===== config.mk =====
export PLATFORM = sky130hd
export DESIGN_NAME = md_scale_seq
export DESIGN_NICKNAME = d
export VERILOG_FILES = /design/src/rtl/md_scale_seq.sv
export SDC_FILE = /design/constraint.sdc
export NUM_CORES = 1
export LEC_CHECK = 0
export BUFFER_PORTS_ARGS = -buffer_cell sky130_fd_sc_hd__buf_4
export CAP_MARGIN = 10
export CORE_ASPECT_RATIO = 0.9
export CORE_MARGIN = 2
export CORE_UTILIZATION = 48
export DETAILED_ROUTE_END_ITERATION = 7
export GPL_TIMING_DRIVEN = 1
export PLACE_DENSITY = 0.87
export SETUP_SLACK_MARGIN = 0.02
export SLEW_MARGIN = 20
export SYNTH_ARGS = -nofsm -noshare
export SYNTH_HDL_FRONTEND = slang
export SYNTH_SLANG_ARGS = --single-unit

===== constraint.sdc =====
create_clock -name clk -period 4.5 [get_ports clk]
set_clock_uncertainty 0.05 [all_clocks]
set_input_delay 0 -clock clk [delete_from_list [all_inputs] [get_ports clk]]
set_output_delay 0 -clock clk [all_outputs]
set_load 0.01 [all_outputs]

===== src/rtl/md_scale_seq.sv =====
// md_scale_seq: round-robin sequencer for one shared power-of-two scaling unit.
// A requested shift of any magnitude is split into steps of at most 3 bits.
// Each step goes through the external unit, one step per cycle, and the
// final value is returned over a valid/ready handshake.
//
// state | meaning
// IDLE  | arbitrate between requesters; accept one operation
// RUN   | one scaling step per cycle until the remaining shift is zero
// DONE  | result presented; held until the consumer takes it
module md_scale_seq #(
  parameter int N   = 32,
  parameter int SHW = 6
) (
  input  logic           clk,
  input  logic           rst_n,
  input  logic           req0_valid,
  output logic           req0_ready,
  input  logic [N-1:0]   req0_f,
  input  logic [SHW-1:0] req0_sh,
  input  logic           req1_valid,
  output logic           req1_ready,
  input  logic [N-1:0]   req1_f,
  input  logic [SHW-1:0] req1_sh,
  output logic [2:0]     md_c,
  output logic [N-1:0]   md_f,
  input  logic [N-1:0]   md_fs,
  output logic           res_valid,
  input  logic           res_ready,
  output logic [N-1:0]   res_data,
  output logic           res_id,
  output logic           busy
);

  typedef enum logic [1:0] {S_IDLE, S_RUN, S_DONE} state_t;

  localparam logic signed [SHW-1:0] ONE   = SHW'(1);
  localparam logic signed [SHW-1:0] TWO   = SHW'(2);
  localparam logic signed [SHW-1:0] THREE = SHW'(3);

  state_t                state_q, state_d;
  logic [N-1:0]          acc_q, acc_d;
  logic signed [SHW-1:0] rem_q, rem_d, rem_step;
  logic                  id_q, id_d;
  logic                  last_q, last_d;
  logic                  grant0, grant1;
  logic [2:0]            step_c;

  // Register update; reset discards any in-flight operation.
  // last resets to 1 so requester 0 wins the first contended round.
  always_ff @(posedge clk or negedge rst_n) begin
    if (!rst_n) begin
      state_q <= S_IDLE;
      acc_q   <= '0;
      rem_q   <= '0;
      id_q    <= 1'b0;
      last_q  <= 1'b1;
    end else begin
      state_q <= state_d;
      acc_q   <= acc_d;
      rem_q   <= rem_d;
      id_q    <= id_d;
      last_q  <= last_d;
    end
  end

  // Decode the next step from the remaining shift: largest step first, a
  // zero remainder only occurs on the first step of a zero shift (pass).
  always_comb begin
    step_c   = 3'd3;
    rem_step = '0;
    if (rem_q >= THREE) begin
      step_c   = 3'd6;
      rem_step = rem_q - THREE;
    end else if (rem_q == TWO) begin
      step_c = 3'd5;
    end else if (rem_q == ONE) begin
      step_c = 3'd4;
    end else if (rem_q <= -THREE) begin
      step_c   = 3'd0;
      rem_step = rem_q + THREE;
    end else if (rem_q == -TWO) begin
      step_c = 3'd1;
    end else if (rem_q == -ONE) begin
      step_c = 3'd2;
    end
  end

  // Round-robin grant: a lone requester wins; on contention the one not served last wins.
  always_comb begin
    grant0 = req0_valid & (~req1_valid | last_q);
    grant1 = req1_valid & (~req0_valid | ~last_q);
  end

  // Next-state and datapath update.
  always_comb begin
    state_d = state_q;
    acc_d   = acc_q;
    rem_d   = rem_q;
    id_d    = id_q;
    last_d  = last_q;
    case (state_q)
      S_IDLE: begin
        if (grant0) begin
          acc_d   = req0_f;
          rem_d   = $signed(req0_sh);
          id_d    = 1'b0;
          last_d  = 1'b0;
          state_d = S_RUN;
        end else if (grant1) begin
          acc_d   = req1_f;
          rem_d   = $signed(req1_sh);
          id_d    = 1'b1;
          last_d  = 1'b1;
          state_d = S_RUN;
        end
      end
      S_RUN: begin
        acc_d = md_fs;
        rem_d = rem_step;
        if (rem_step == '0) state_d = S_DONE;
      end
      S_DONE: begin
        if (res_ready) state_d = S_IDLE;
      end
      default: state_d = S_IDLE;
    endcase
  end

  // Outputs; the shared unit is parked on code 7 (zero) outside RUN.
  always_comb begin
    req0_ready = (state_q == S_IDLE) & grant0;
    req1_ready = (state_q == S_IDLE) & grant1;
    md_c       = (state_q == S_RUN) ? step_c : 3'd7;
    md_f       = (state_q == S_RUN) ? acc_q : '0;
    res_valid  = (state_q == S_DONE);
    res_data   = (state_q == S_DONE) ? acc_q : '0;
    res_id     = id_q;
    busy       = (state_q != S_IDLE);
  end

endmodule


== Word-level counts from Yosys, hierarchy flattened ==
Index checks and enable logic that the tools add are counted.
Cells by class
  add/sub/neg operators: 2
  $lt $le $gt $ge: 2
  eq/ne operators: 9
  multiplexer cells: 26
  bitwise gates (word level): 9
  reductions and logical operators: 8
Operators by type and width (count)
  $mux W32: 4
  $pmux W32 S2: 1
  $mux W6: 6
  $eq A6 B2 Y1 const B: 2
  $mux W2: 6
  $mux W3: 4
  $pmux W6 S2: 1
  $add A6 B3 Y6 const B: 1
  $eq A6 B1 Y1 const B: 1
  $eq A6 B3 Y1 const B: 1
  $ge A6 B3 Y1 const B: 1
  $le A6 B3 Y1 const B: 1
  $logic_not A6 Y1: 1
  $pmux W2 S3: 1
  $reduce_bool A2 Y1: 3
  $sub A6 B3 Y6 const B: 1
  $and A1 B1 Y1: 4
  $reduce_and A2 Y1: 2
  $mux W1: 3
  $ne A3 B3 Y1 const B: 1
  $not A1 Y1: 3
  $reduce_and A3 Y1: 1
  $eq A2 B1 Y1 const B: 1
  $eq A2 B2 Y1 const B: 1
  4 further kinds: 5
Word-level totals
  flip-flop bits (word level): 42
  input port bits: 113
  output and inout bits: 72
  word-level logic and storage cells: 61

== Depth between registers and ports, before layout ==
  depth after elaboration: 8
  gate-level depth with buffers: 8
  mapped depth without buffers: 7

== Least setup slack after synthesis ==
OpenSTA, ideal clock, no wires.
  path kind: flip-flop to flip-flop
  start point: register rem_q[0]
  end point: register state_q[0]
  setup time: 118 ps
  arrival: 1645 ps
  data required time: 4332 ps
  setup slack: 2687 ps
  cell stages (with the launch flop): 8
  buffers on the path: 0
  clock period less this slack: 1813 ps
  cell sequence: dfrtp_1 > inv_1 > ha_1 > nor2b_1 > a222oi_1 > a211oi_1 > o221ai_1 > a21o_1
Between the ends
  longest elaborated chain between the ends: 8
  elaborated cells on any way between the ends: 13
  classes of those cells: add/sub (2); order compare (2); eq/ne (3); mux (4); reduce/logical (2)
Ends and longest elaborated chain
  from (decl): line 42  | logic signed [SHW-1:0] rem_q, rem_d, rem_step;
  from (signal assigned): line 60  | rem_q <= rem_d;
  $add A6 B3 Y6 or $le A6 B3 Y1 (tied branches): line 80, 78
  $mux W6: line 78  | end else if (rem_q <= -THREE) begin
  $mux W6: line 76  | end else if (rem_q == ONE) begin
  $mux W6: line 74  | end else if (rem_q == TWO) begin
  $mux W6 *: line 71  | if (rem_q >= THREE) begin
  $logic_not A6 Y1 *: line 120  | if (rem_step == '0) state_d = S_DONE;
  $ne A2 B2 Y1 (no line) *
  $reduce_and A3 Y1 (no line) *
  to (signal assigned): line 58  | state_q <= state_d;
  to (decl): line 40  | state_t state_q, state_d;
Every way passes the cells marked *; elsewhere a longest branch is shown, timed or not.
A chain may end at the register's enable or synchronous reset.

== Worst setup path after layout ==
  start point: register state_q[0]
  end point: output md_c[2]
Between the ends
  longest elaborated chain between the ends: 2
Ends and longest elaborated chain
  $eq A2 B1 Y1: line 133  | md_c = (state_q == S_RUN) ? step_c : 3'd7;
  $mux W3: line 133
  to (decl): line 24  | output logic [2:0] md_c,
No other way between the ends.

==> results.yml <==
setup_path:
  cp-startpoint: "state_q[0]"
  reg2regPathDepth: 4
  r2r_start: "state_q[0]"
  path_buf_inv: 2
  worst_path_max_delay_cell: "nor2b_2"
  cp.required_ns: 4.45
  path_depth: 4
  critPathMaxStageDelay_ns: 0.69
  cp-start-kind: "register"
  cpMostUsedCell: "buf_4"
  cp.arrival_ns: 2.17
  r2r-end: "rem_q[1]"
  cp-end-kind: "output pin"
  reg2reg_slack_ns: 2.32
  crit_path_end: "md_c[2]"
  crit_family: "simple AND/OR/NAND/NOR gates"
  worstPathCellList: "nor2b_2 > buf_4 > o21ai_0 > buf_4"
  crit_type: "register to output pin"
  cp_max_fo: 28
place:
  dpl-instance-area_mm2: 0.004577
  gp_congestion: 0.9259
  hpwlAfterDp_um: 7273
  portBuffers: 184
routing:
  dr_total_vias: 3396
  firstDrtPassIters: 4
  drt_iter0_markers: 110
  drc: 0
  viasPerCell: 5.373
  wire_per_inst_um: 15.60
  antenna_left: 0
  drt-total-wl_um: 9857
floorplanning:
  die_h_um: 81.61
  design.portCount: 185
  die_area_mm2: 0.007363
  core_mm2: 0.006516
  die_w_um: 90.23
  rows: 28
  start_util_pct: 49.29
clock_tree:
  cts_htree_levels: 2
  clk_latency_ns: 0.28
  cts_buffers: 5
  cts_tree: "yes"
  cts-root-buf: "clkbuf_8"
  clock_sinks: 42
  clockBufferDepth: 2
  path_clk_slew_ns: 0.08
synthesis:
  async_flop_share_pct: 100.0
  mappedNetlistNets: 487
  ys_ff_latch: 42
  synthesis.instances: 370
  ys_seq_area_share_pct: 32.76
  yosys.area_share.xor_xnor_pct: 0.5454
  synth_compound_area_share_pct: 22.56
  synthSimpleGateAreaFrac_pct: 23.61
  syn_area_mm2: 0.003212
  synth_top_family_by_area: "simple AND/OR/NAND/NOR gates"
  yosysUniqueCellTypes: 47
  synth_ff_type: "dfrtp_1"
  synth.avg_cell_area_um2: 8.681
  synth-adder-area-share_pct: 1.558
  muxShareOfSynthArea_pct: 12.70
  synth_edf_count: 0
  yosys_warnings: 0
timing:
  finalCritPeriodShare_pct: 49.28
  maxSlewHeadroom_pct: 49.44
  drv_slew: 0
  period_needed_ns: 2.217
  hold_viol: 0
  tightest_slew_ns: 0.7550
  finalSetupViolCount: 0
  setup_tns_ns: 0
  rsz0062_at_grt: "no"
  max_freq_ghz: 0.4510
global_route:
  grt_pass1_vias: 3306
  overflow: 0
  antenna_found_initial: 0
  grt_pass1_wl_um: 15670
  groute.usage.overall_pct: 25.96
  grt_start_max_net_pins: 65
finish:
  diodes: 0
  final_core_util_pct: 73.58
  finish.instance_area_mm2: 0.004795
  drive_above_1_share_pct: 38.56
  fillers: 531
  area_delta_synth_final_pct: 49.28
  layout.nets: 659
min_path:
  min_path_type: "input pin to register"
power:
  p_leak_nw: 2.490
  ir_drop_v: 0.0004190
  power_density_mw_per_mm2: 688.0
status:
  status: "finished clean"
run:
  drv_cap: 0
-- routing by layer --
layer / up-vias / GRT usage (%) / part of all wire, %
met5: - / 0 / 0
met4: 0 / 5.385 / 0.98
met3: 12 / 7.156 / 7.6
met2: 137 / 47.37 / 52
met1: 1602 / 31.23 / 39
li1: 1645 / - / -
-- stage by stage --
step	power, mW	hold slack, ns	instances	setup slack [ns]
after global routing	3.584	0.05999	632	2.075
final	3.299	0.06096	632	2.283
after detailed placement	2.980	-0.01795	615	2.341
after global placement	2.929	-0.02256	615	2.376
after floorplan	2.215	-0.3456	370	2.687
after CTS	3.314	0.04218	632	2.300
-- sequential cells by signal, indices dropped and copies added, names as in the netlist --
register	count
acc_q	32
last_q	1
rem_q	6
res_id	1
state_q	2
-- Yosys cell counts, types with 2 or more instances --
cell	count	share of area, %
a211oi_1	31	7.2
a21o_1	30	7.0
a21oi_1	8	1.2
a221oi_1	2	0.55
a31oi_1	4	0.78
and2_1	64	12
and3_1	2	0.39
buf_1	2	0.23
buf_2	7	1.1
buf_4	4	0.93
buf_6	2	0.70
clkbuf_1	15	1.8
dfrtp_1	41	32
ha_1	4	1.6
inv_1	7	0.82
mux2_2	6	2.1
mux2i_1	34	11
nand2_1	12	1.4
nand3_1	5	0.78
nand3b_1	2	0.47
nor2_1	42	4.9
nor2b_1	3	0.58
nor3_1	4	0.62
nor3b_1	2	0.47
o21ai_0	9	1.4
o221ai_1	2	0.55
o22ai_1	2	0.39
o31ai_1	3	0.70
or2_1	3	0.58
-- logic make-up (layout without fill, tap and decap cells) --
kind of cell,count (synthesis),in the layout
AOI/OAI and AO/OA,99,99
xor gates and xnor gates,2,2
adders and majority gates,4,4
buffers and inverters,40,212
DFF,42,42
muxes,40,40
and+or+nand+nor,143,143
-- repair_timing --
| item | CTS | global route |
|---|---|---|
| resized for setup | 0 | 0 |
| hold buffers | 10 | 0 |
| endpoints found under the hold margin | 48 | 0 |
| setup buffers | 0 | 0 |
-- tightest hold or removal path, delay by kind of cell --
| family | cells | cell delay, ns |
|---|---|---|
| AO/OA/AOI/OAI | 1 | 0.10 |
| multiplexers | 1 | 0.15 |
| buffers and inverters | 1 | 0.10 |
-- how the worst min path moves through the flow --
stage | endpoint | cells after the start | from | slack [ns]
4_1_cts | rem_q[1] | 3 | req0_sh[1] | 0.04
6_report | rem_q[1] | 3 | req0_sh[1] | 0.06
5_1_grt | acc_q[16] | 4 | req1_f[16] | 0.06
3_3_place_gp | rem_q[3] | 1 | rst_n | -0.02
3_5_place_dp | rem_q[3] | 1 | rst_n | -0.02
2_1_floorplan | acc_q[0] | 0 | rst_n | -0.35
-- power by group --
group | switching, mW | leakage, nW | total [mW] | internal [mW]
Sequential | 0.215 | 0.490 | 0.809 | 0.593
Combinational | 1.14 | 1.94 | 2.19 | 1.05
Clock | 0.125 | 0.0573 | 0.303 | 0.178
-- layout make-up --
cell class / instances / area [µm²] / share of cell area [%]
Multi-Input combinational cell: 288 / 1983 / 41.36
Timing Repair Buffer: 197 / 1504 / 31.37
Sequential cell: 42 / 1052 / 21.95
Tap cell: 90 / 112.6 / 2.349
Clock buffer: 6 / 82.58 / 1.722
Clock inverter: 1 / 30.03 / 0.6263
Inverter: 8 / 30.03 / 0.6263
-- layout by cell type, fill, tap and decap left out, types with 3 or more instances in the layout --
cell type / Yosys / final
ha_1: 4 / 4
nand2_1: 12 / 12
clkbuf_8: 0 / 6
mux2i_1: 34 / 34
nand3_1: 5 / 5
a211oi_1: 31 / 31
inv_1: 7 / 7
a21oi_1: 8 / 8
nor2_1: 42 / 42
a31oi_1: 4 / 4
a21o_1: 30 / 30
buf_4: 4 / 187
o21ai_0: 9 / 9
dfrtp_1: 41 / 41
dlygate4sd3_1: 0 / 10
o31ai_1: 3 / 3
mux2_2: 6 / 6
and2_1: 64 / 64
nor3_1: 4 / 4
(Power assumes the default switching activity.)
